### src/rtl/fp16_pkg.sv
// Shared FP16 definitions for the dot-product sequencer.
// Holds the field widths, the zero and special-exponent constants, the
// sequencer state encoding and a small helper that flags Inf/NaN encodings.
package fp16_pkg;

  localparam int FP16_W = 16;
  localparam int EXP_W  = 5;
  localparam int MANT_W = 10;

  localparam logic [FP16_W-1:0] FP16_ZERO   = 16'h0000;
  localparam logic [EXP_W-1:0]  EXP_SPECIAL = 5'b11111;

  typedef enum logic [1:0] {
    IDLE,
    RUN,
    DONE
  } state_t;

  // True when the exponent field is all ones (Inf or NaN).
  function automatic logic fp16_is_special(input logic [FP16_W-1:0] x);
    return x[FP16_W-2 -: EXP_W] == EXP_SPECIAL;
  endfunction

endpackage

### src/rtl/fp_dot_seq.sv
// FP16 dot-product sequencer.
// Accepts a pair of N_ELEM-element FP16 vectors, feeds one element pair per
// cycle to an external combinational multiplier, folds each product into a
// running sum through an external combinational adder, and presents the
// final sum on a valid/ready output. No floating-point arithmetic lives here.
//
// Ports:
//   clk_i, rst_i              clock (rising edge), synchronous active-high reset
//   in_valid_i / in_ready_o   operand handshake
//   vec_a_i, vec_b_i          packed operand vectors, element k at [16k+15:16k]
//   mul_a_o, mul_b_o, mul_p_i external multiplier operands and product
//   add_a_o, add_b_o, add_sum_i external adder operands (accumulator, product) and sum
//   out_valid_o / out_ready_i result handshake
//   out_data_o                FP16 dot product
//   ovf_o                     sticky flag: an all-ones exponent was seen in this job
module fp_dot_seq
  import fp16_pkg::*;
#(
  parameter int N_ELEM = 4,
  parameter int IDX_W  = $clog2(N_ELEM)
) (
  input  logic                       clk_i,
  input  logic                       rst_i,
  input  logic                       in_valid_i,
  output logic                       in_ready_o,
  input  logic [FP16_W*N_ELEM-1:0]   vec_a_i,
  input  logic [FP16_W*N_ELEM-1:0]   vec_b_i,
  output logic [FP16_W-1:0]          mul_a_o,
  output logic [FP16_W-1:0]          mul_b_o,
  input  logic [FP16_W-1:0]          mul_p_i,
  output logic [FP16_W-1:0]          add_a_o,
  output logic [FP16_W-1:0]          add_b_o,
  input  logic [FP16_W-1:0]          add_sum_i,
  output logic                       out_valid_o,
  input  logic                       out_ready_i,
  output logic [FP16_W-1:0]          out_data_o,
  output logic                       ovf_o
);

  state_t                     state_q, state_d;
  logic [FP16_W*N_ELEM-1:0]   vec_a_q, vec_b_q;
  logic [FP16_W-1:0]          acc_q;
  logic [IDX_W-1:0]           idx_q;
  logic                       ovf_q;
  logic                       last_elem;

  assign last_elem = (idx_q == IDX_W'(N_ELEM - 1));
  assign ovf_o     = ovf_q;

  // Next state and all handshake/datapath outputs. The arithmetic ports are
  // only driven in RUN so the external units see zeros when idle.
  always_comb begin
    state_d     = state_q;
    in_ready_o  = 1'b0;
    out_valid_o = 1'b0;
    out_data_o  = FP16_ZERO;
    mul_a_o     = FP16_ZERO;
    mul_b_o     = FP16_ZERO;
    add_a_o     = FP16_ZERO;
    add_b_o     = FP16_ZERO;
    case (state_q)
      IDLE: begin
        in_ready_o = 1'b1;
        if (in_valid_i) state_d = RUN;
      end
      RUN: begin
        mul_a_o = vec_a_q[int'(idx_q)*FP16_W +: FP16_W];
        mul_b_o = vec_b_q[int'(idx_q)*FP16_W +: FP16_W];
        add_a_o = acc_q;
        add_b_o = mul_p_i;
        if (last_elem) state_d = DONE;
      end
      DONE: begin
        out_valid_o = 1'b1;
        out_data_o  = acc_q;
        if (out_ready_i) state_d = IDLE;
      end
      default: state_d = IDLE;
    endcase
  end

  // State and datapath registers. Acceptance latches a private copy of the
  // operands so input changes during a job have no effect; the overflow flag
  // is cleared only here (or by reset) so it stays readable after the result
  // handshake.
  always_ff @(posedge clk_i) begin
    if (rst_i) begin
      state_q <= IDLE;
      vec_a_q <= '0;
      vec_b_q <= '0;
      acc_q   <= FP16_ZERO;
      idx_q   <= '0;
      ovf_q   <= 1'b0;
    end else begin
      state_q <= state_d;
      case (state_q)
        IDLE: begin
          if (in_valid_i) begin
            vec_a_q <= vec_a_i;
            vec_b_q <= vec_b_i;
            acc_q   <= FP16_ZERO;
            idx_q   <= '0;
            ovf_q   <= 1'b0;
          end
        end
        RUN: begin
          acc_q <= add_sum_i;
          idx_q <= idx_q + IDX_W'(1);
          ovf_q <= ovf_q | fp16_is_special(mul_p_i) | fp16_is_special(add_sum_i);
        end
        default: ;
      endcase
    end
  end

endmodule

### config.mk
export PLATFORM = sky130hd
export DESIGN_NAME = fp_dot_seq
export DESIGN_NICKNAME = d
export VERILOG_FILES = /design/src/rtl/fp16_pkg.sv /design/src/rtl/fp_dot_seq.sv
export SDC_FILE = /design/constraint.sdc
export NUM_CORES = 1
export LEC_CHECK = 0
export ABC_AREA = 1
export CORE_MARGIN = 8
export CORE_UTILIZATION = 25
export DETAILED_ROUTE_END_ITERATION = 8
export MAX_ROUTING_LAYER = met4
export PLACE_DENSITY = 0.56
export SETUP_SLACK_MARGIN = 0.05
export SYNTH_ARGS = -nofsm -noshare
export SYNTH_HDL_FRONTEND = slang
export SYNTH_SLANG_ARGS = --single-unit
### constraint.sdc
create_clock -name clk_i -period 1.65 [get_ports clk_i]
set_clock_uncertainty 0.2 [all_clocks]
set_input_delay 0.495 -clock clk_i [delete_from_list [all_inputs] [get_ports clk_i]]
set_output_delay 0.495 -clock clk_i [all_outputs]
set_load 0.02 [all_outputs]
==> out/summary.json <==
{
  "crit_path_max_incr_delay_ns": 0.38,
  "post_synth_edffs": 0,
  "synth.cells.most_frequent": "375 x sky130_fd_sc_hd__nor2_1, 149 x sky130_fd_sc_hd__dfxtp_1, 144 x sky130_fd_sc_hd__o21ai_0",
  "final-hold-violation-count": 0,
  "clock_tree.root_cell": "sky130_fd_sc_hd__clkbuf_16",
  "violated_checks": "negative setup slack",
  "p_leak_uw": 0.00540,
  "grtUsageTotal": 0.173,
  "first_global_vias": 7586,
  "timing.final.crit_period_ns": 2.39,
  "status": "complete, but fails checks",
  "peakVddDrop_v": 0.000585,
  "report.final.setup_viol": 194,
  "gp_congestion": 0.783,
  "globalRoute.totalOverflow": 0,
  "via_per_inst": 4.52,
  "biggest_area_contributors_in_the_synthesized_netlist": "sky130_fd_sc_hd__dfxtp_1 44%, sky130_fd_sc_hd__nor2_1 21%, sky130_fd_sc_hd__o21ai_0 11%",
  "path_max_fanout": 7,
  "port-buffer-count": 246,
  "die-height_um": 180,
  "relSlewSlack": 0.551,
  "worst_path_depth": 7,
  "worst-setup-path-type": "reg -> out",
  "r2r_setup_slack_ns": -0.11,
  "io-pin-count": 247,
  "worst_reg2reg_startpoint": "state_q[0]",
  "drv_cap": 0,
  "tritoncts.num_buffers": 17,
  "critical_path.cell_chain": "buf_12 -> buf_12 -> nor2_1 -> nor2_1 -> o21ai_2 -> a21oi_4 -> buf_6",
  "yosysMostFrequentCell": "sky130_fd_sc_hd__nor2_1",
  "drt-wirelength-per-cell_um": 18.0,
  "critPathSlowestCell": "sky130_fd_sc_hd__dfxtp_4",
  "crit_path_end": "mul_a_o[11]",
  "synth.yosys.seq_area_share": 0.441,
  "dpl_ws_ns": -0.812,
  "worstSetupEndpointType": "primary output",
  "ctsHtreeMaxLevel": 4,
  "count_of_mapped_cells_out_of_synthesis": 1027,
  "postSynthNetCount": 1192,
  "synth.ff_latch_count": 149,
  "grt_antenna_before_repair": 0,
  "max_slew.worst_pin.slew_ns": 0.672,
  "synth-warning-count": 0,
  "final-max-slew-violation-count": 0,
  "clkSinkCount": 149,
  "die_w_um": 180,
  "critPathLaunchType": "flop",
  "timing.critical_path.max_delay_family": "buffers and inverters",
  "clock.fmax_mhz": 419,
  "synth-main-ff-cell": "sky130_fd_sc_hd__dfxtp_1",
  "multi_input_area_um2": 4520,
  "clock_insertion_delay_worst_skew_ns": 0.41,
  "synthesis.area_per_instance_um2": 6.58,
  "drt.antenna.violating_nets": 0,
  "synth_top_cell_by_area": "sky130_fd_sc_hd__dfxtp_1",
  "drt-total-wl_um": 31100,
  "worst-endpoint-arrival_ns": 1.69,
  "initial_core_util": 0.253,
  "dp.final_hpwl_um": 17600,
  "site_rows": 60,
  "n_fill_cell": 2499,
  "worst_ep_required_time_ns": 0.95,
  "combined_area_of_all_synthesized_cells_um2": 6760,
  "detailedRoute.firstPassIterationCount": 4,
  "dr.first_iter.drc_count": 449,
  "tritoncts": "built",
  "nNetsFinal": 1537,
  "placed_cells_incl_taps": 1610,
  "hold_path.class": "reg -> reg",
  "final_core_utilization": 0.517,
  "full_die_area_um2": 32600,
  "antenna-diode-count": 0,
  "final_worst_setup_slack_ns": -0.735,
  "grt_max_degree": 55,
  "grt_setup_unrepaired": "true",
  "grt_pass1_wl_um": 43500,
  "placeableCoreArea_um2": 26700,
  "layout.cells.non_filler": 1726,
  "clkTransAtPathRegs_ns": 0.06,
  "power.density_cell_area_nw_per_um2": 837,
  "crit_start": "idx_q[0]",
  "finalCritPeriodShare": 1.45,
  "timing.reg2reg.worst_path_depth": 8,
  "regArea_um2": 3000,
  "route.vias.total": 7806,
  "ffs_w_async_s_r_synth": 0,
  "area_delta_synth_final_pct": 104,
  "max_buffers_root_to_sink": 2,
  "netlist-cell-type-count": 21,
  "final_layout_size_suffix_gt1_frac": 0.391,
  "synth_largest_type_area_fraction": 0.441,
  "final.setup.tns_ns": -50.98,
  "critical_path.reg2reg.endpoint": "state_q[0]",
  "crit_buf_inv": 3,
  "drc": 0
}
==> sequential cells by signal, summed over array words and instances, names as in the netlist <==
register	cells
vec_b_q	64
ovf_o	1
idx_q	2
vec_a_q	64
state_q	2
acc_q	16
==> stage by stage <==
stage | total power [uW] | hold slack (ns) | instance area (um2)
floorplan | 5520 | 0.229 | 7740
global placement | 6500 | 0.240 | 10800
detailed placement | 6520 | 0.246 | 10800
CTS | 11000 | 0.256 | 12400
global route | 12100 | 0.272 | 13800
finish | 11600 | 0.255 | 13800
==> cell families after synthesis <==
family | Yosys count | synth area share
AND/OR/NAND/NOR | 485 | 0.272
AO/OA/AOI/OAI | 246 | 0.183
flip-flops | 149 | 0.441
buffers and inverters | 146 | 0.102
adder cells (fa/ha/maj) | 1 | 0.00185
==> worst min-delay path, cell delays in order (launching register included) <==
cell                      delay (ns)
sky130_fd_sc_hd__dfxtp_1        0.30
sky130_fd_sc_hd__inv_1          0.06
sky130_fd_sc_hd__a21oi_1        0.05
==> where the power goes <==
group,switching [uW],internal [uW],total (uW)
sequential,170,3890,4060
combinational,1690,1790,3480
clock,1630,2390,4020
total,3500,8060,11600
==> final cells by class <==
cell class / instances / area share
Timing Repair Buffer: 396 / 0.356
Clock inverter: 12 / 0.0110
Tap cell: 341 / 0.0309
Inverter: 72 / 0.0236
Multi-Input combinational cell: 734 / 0.327
Sequential cell: 149 / 0.217
Timing Repair inverter: 2 / 0.00263
Clock buffer: 20 / 0.0316
==> routing by layer <==
metal / vias to the layer above / share of wire / GRT usage
met5: - / 0 / -
met2: 212 / 0.49 / 0.287
met4: 0 / 0.0098 / 0.0347
li1: 3928 / - / -
met3: 17 / 0.051 / 0.0383
met1: 3649 / 0.45 / 0.213
==> cell usage in the layout (no fill, tap or decap), drive strengths merged <==
master	n
nand3	2
ha	1
clkinv	6
buf	211
o21a	1
o21ai	162
clkinvlp	1
nand2	109
inv	76
bufinv	3
nor2	376
clkdlybuf4s50	162
o21bai	1
a21oi	82
clkbuf	42
dfxtp	149
dlymetal6s2s	1
==> how the worst min path moves through the flow <==
stage / start / endpoint / slack [ns] / cells past startpoint
after floorplan: vec_a_q[31] / vec_a_q[31] / 0.23 / 2
after global placement: vec_b_q[25] / vec_b_q[25] / 0.24 / 2
after detailed placement: vec_a_q[22] / vec_a_q[22] / 0.25 / 2
after CTS: vec_a_q[22] / vec_a_q[22] / 0.26 / 2
after global routing: acc_q[5] / acc_q[5] / 0.27 / 2
final: vec_b_q[25] / vec_b_q[25] / 0.25 / 2
==> repair_timing <==
item / in CTS / in global routing
hold buffers: 0 / 0
resized for setup: 605 / 260
pin swaps: 8 / 89
setup buffers: 22 / 26
cloned: 14 / 30
hold endpoints to repair: 0 / 0
endpoints found under the setup margin: 88 / 230
Power figures use the tool's default switching activity.
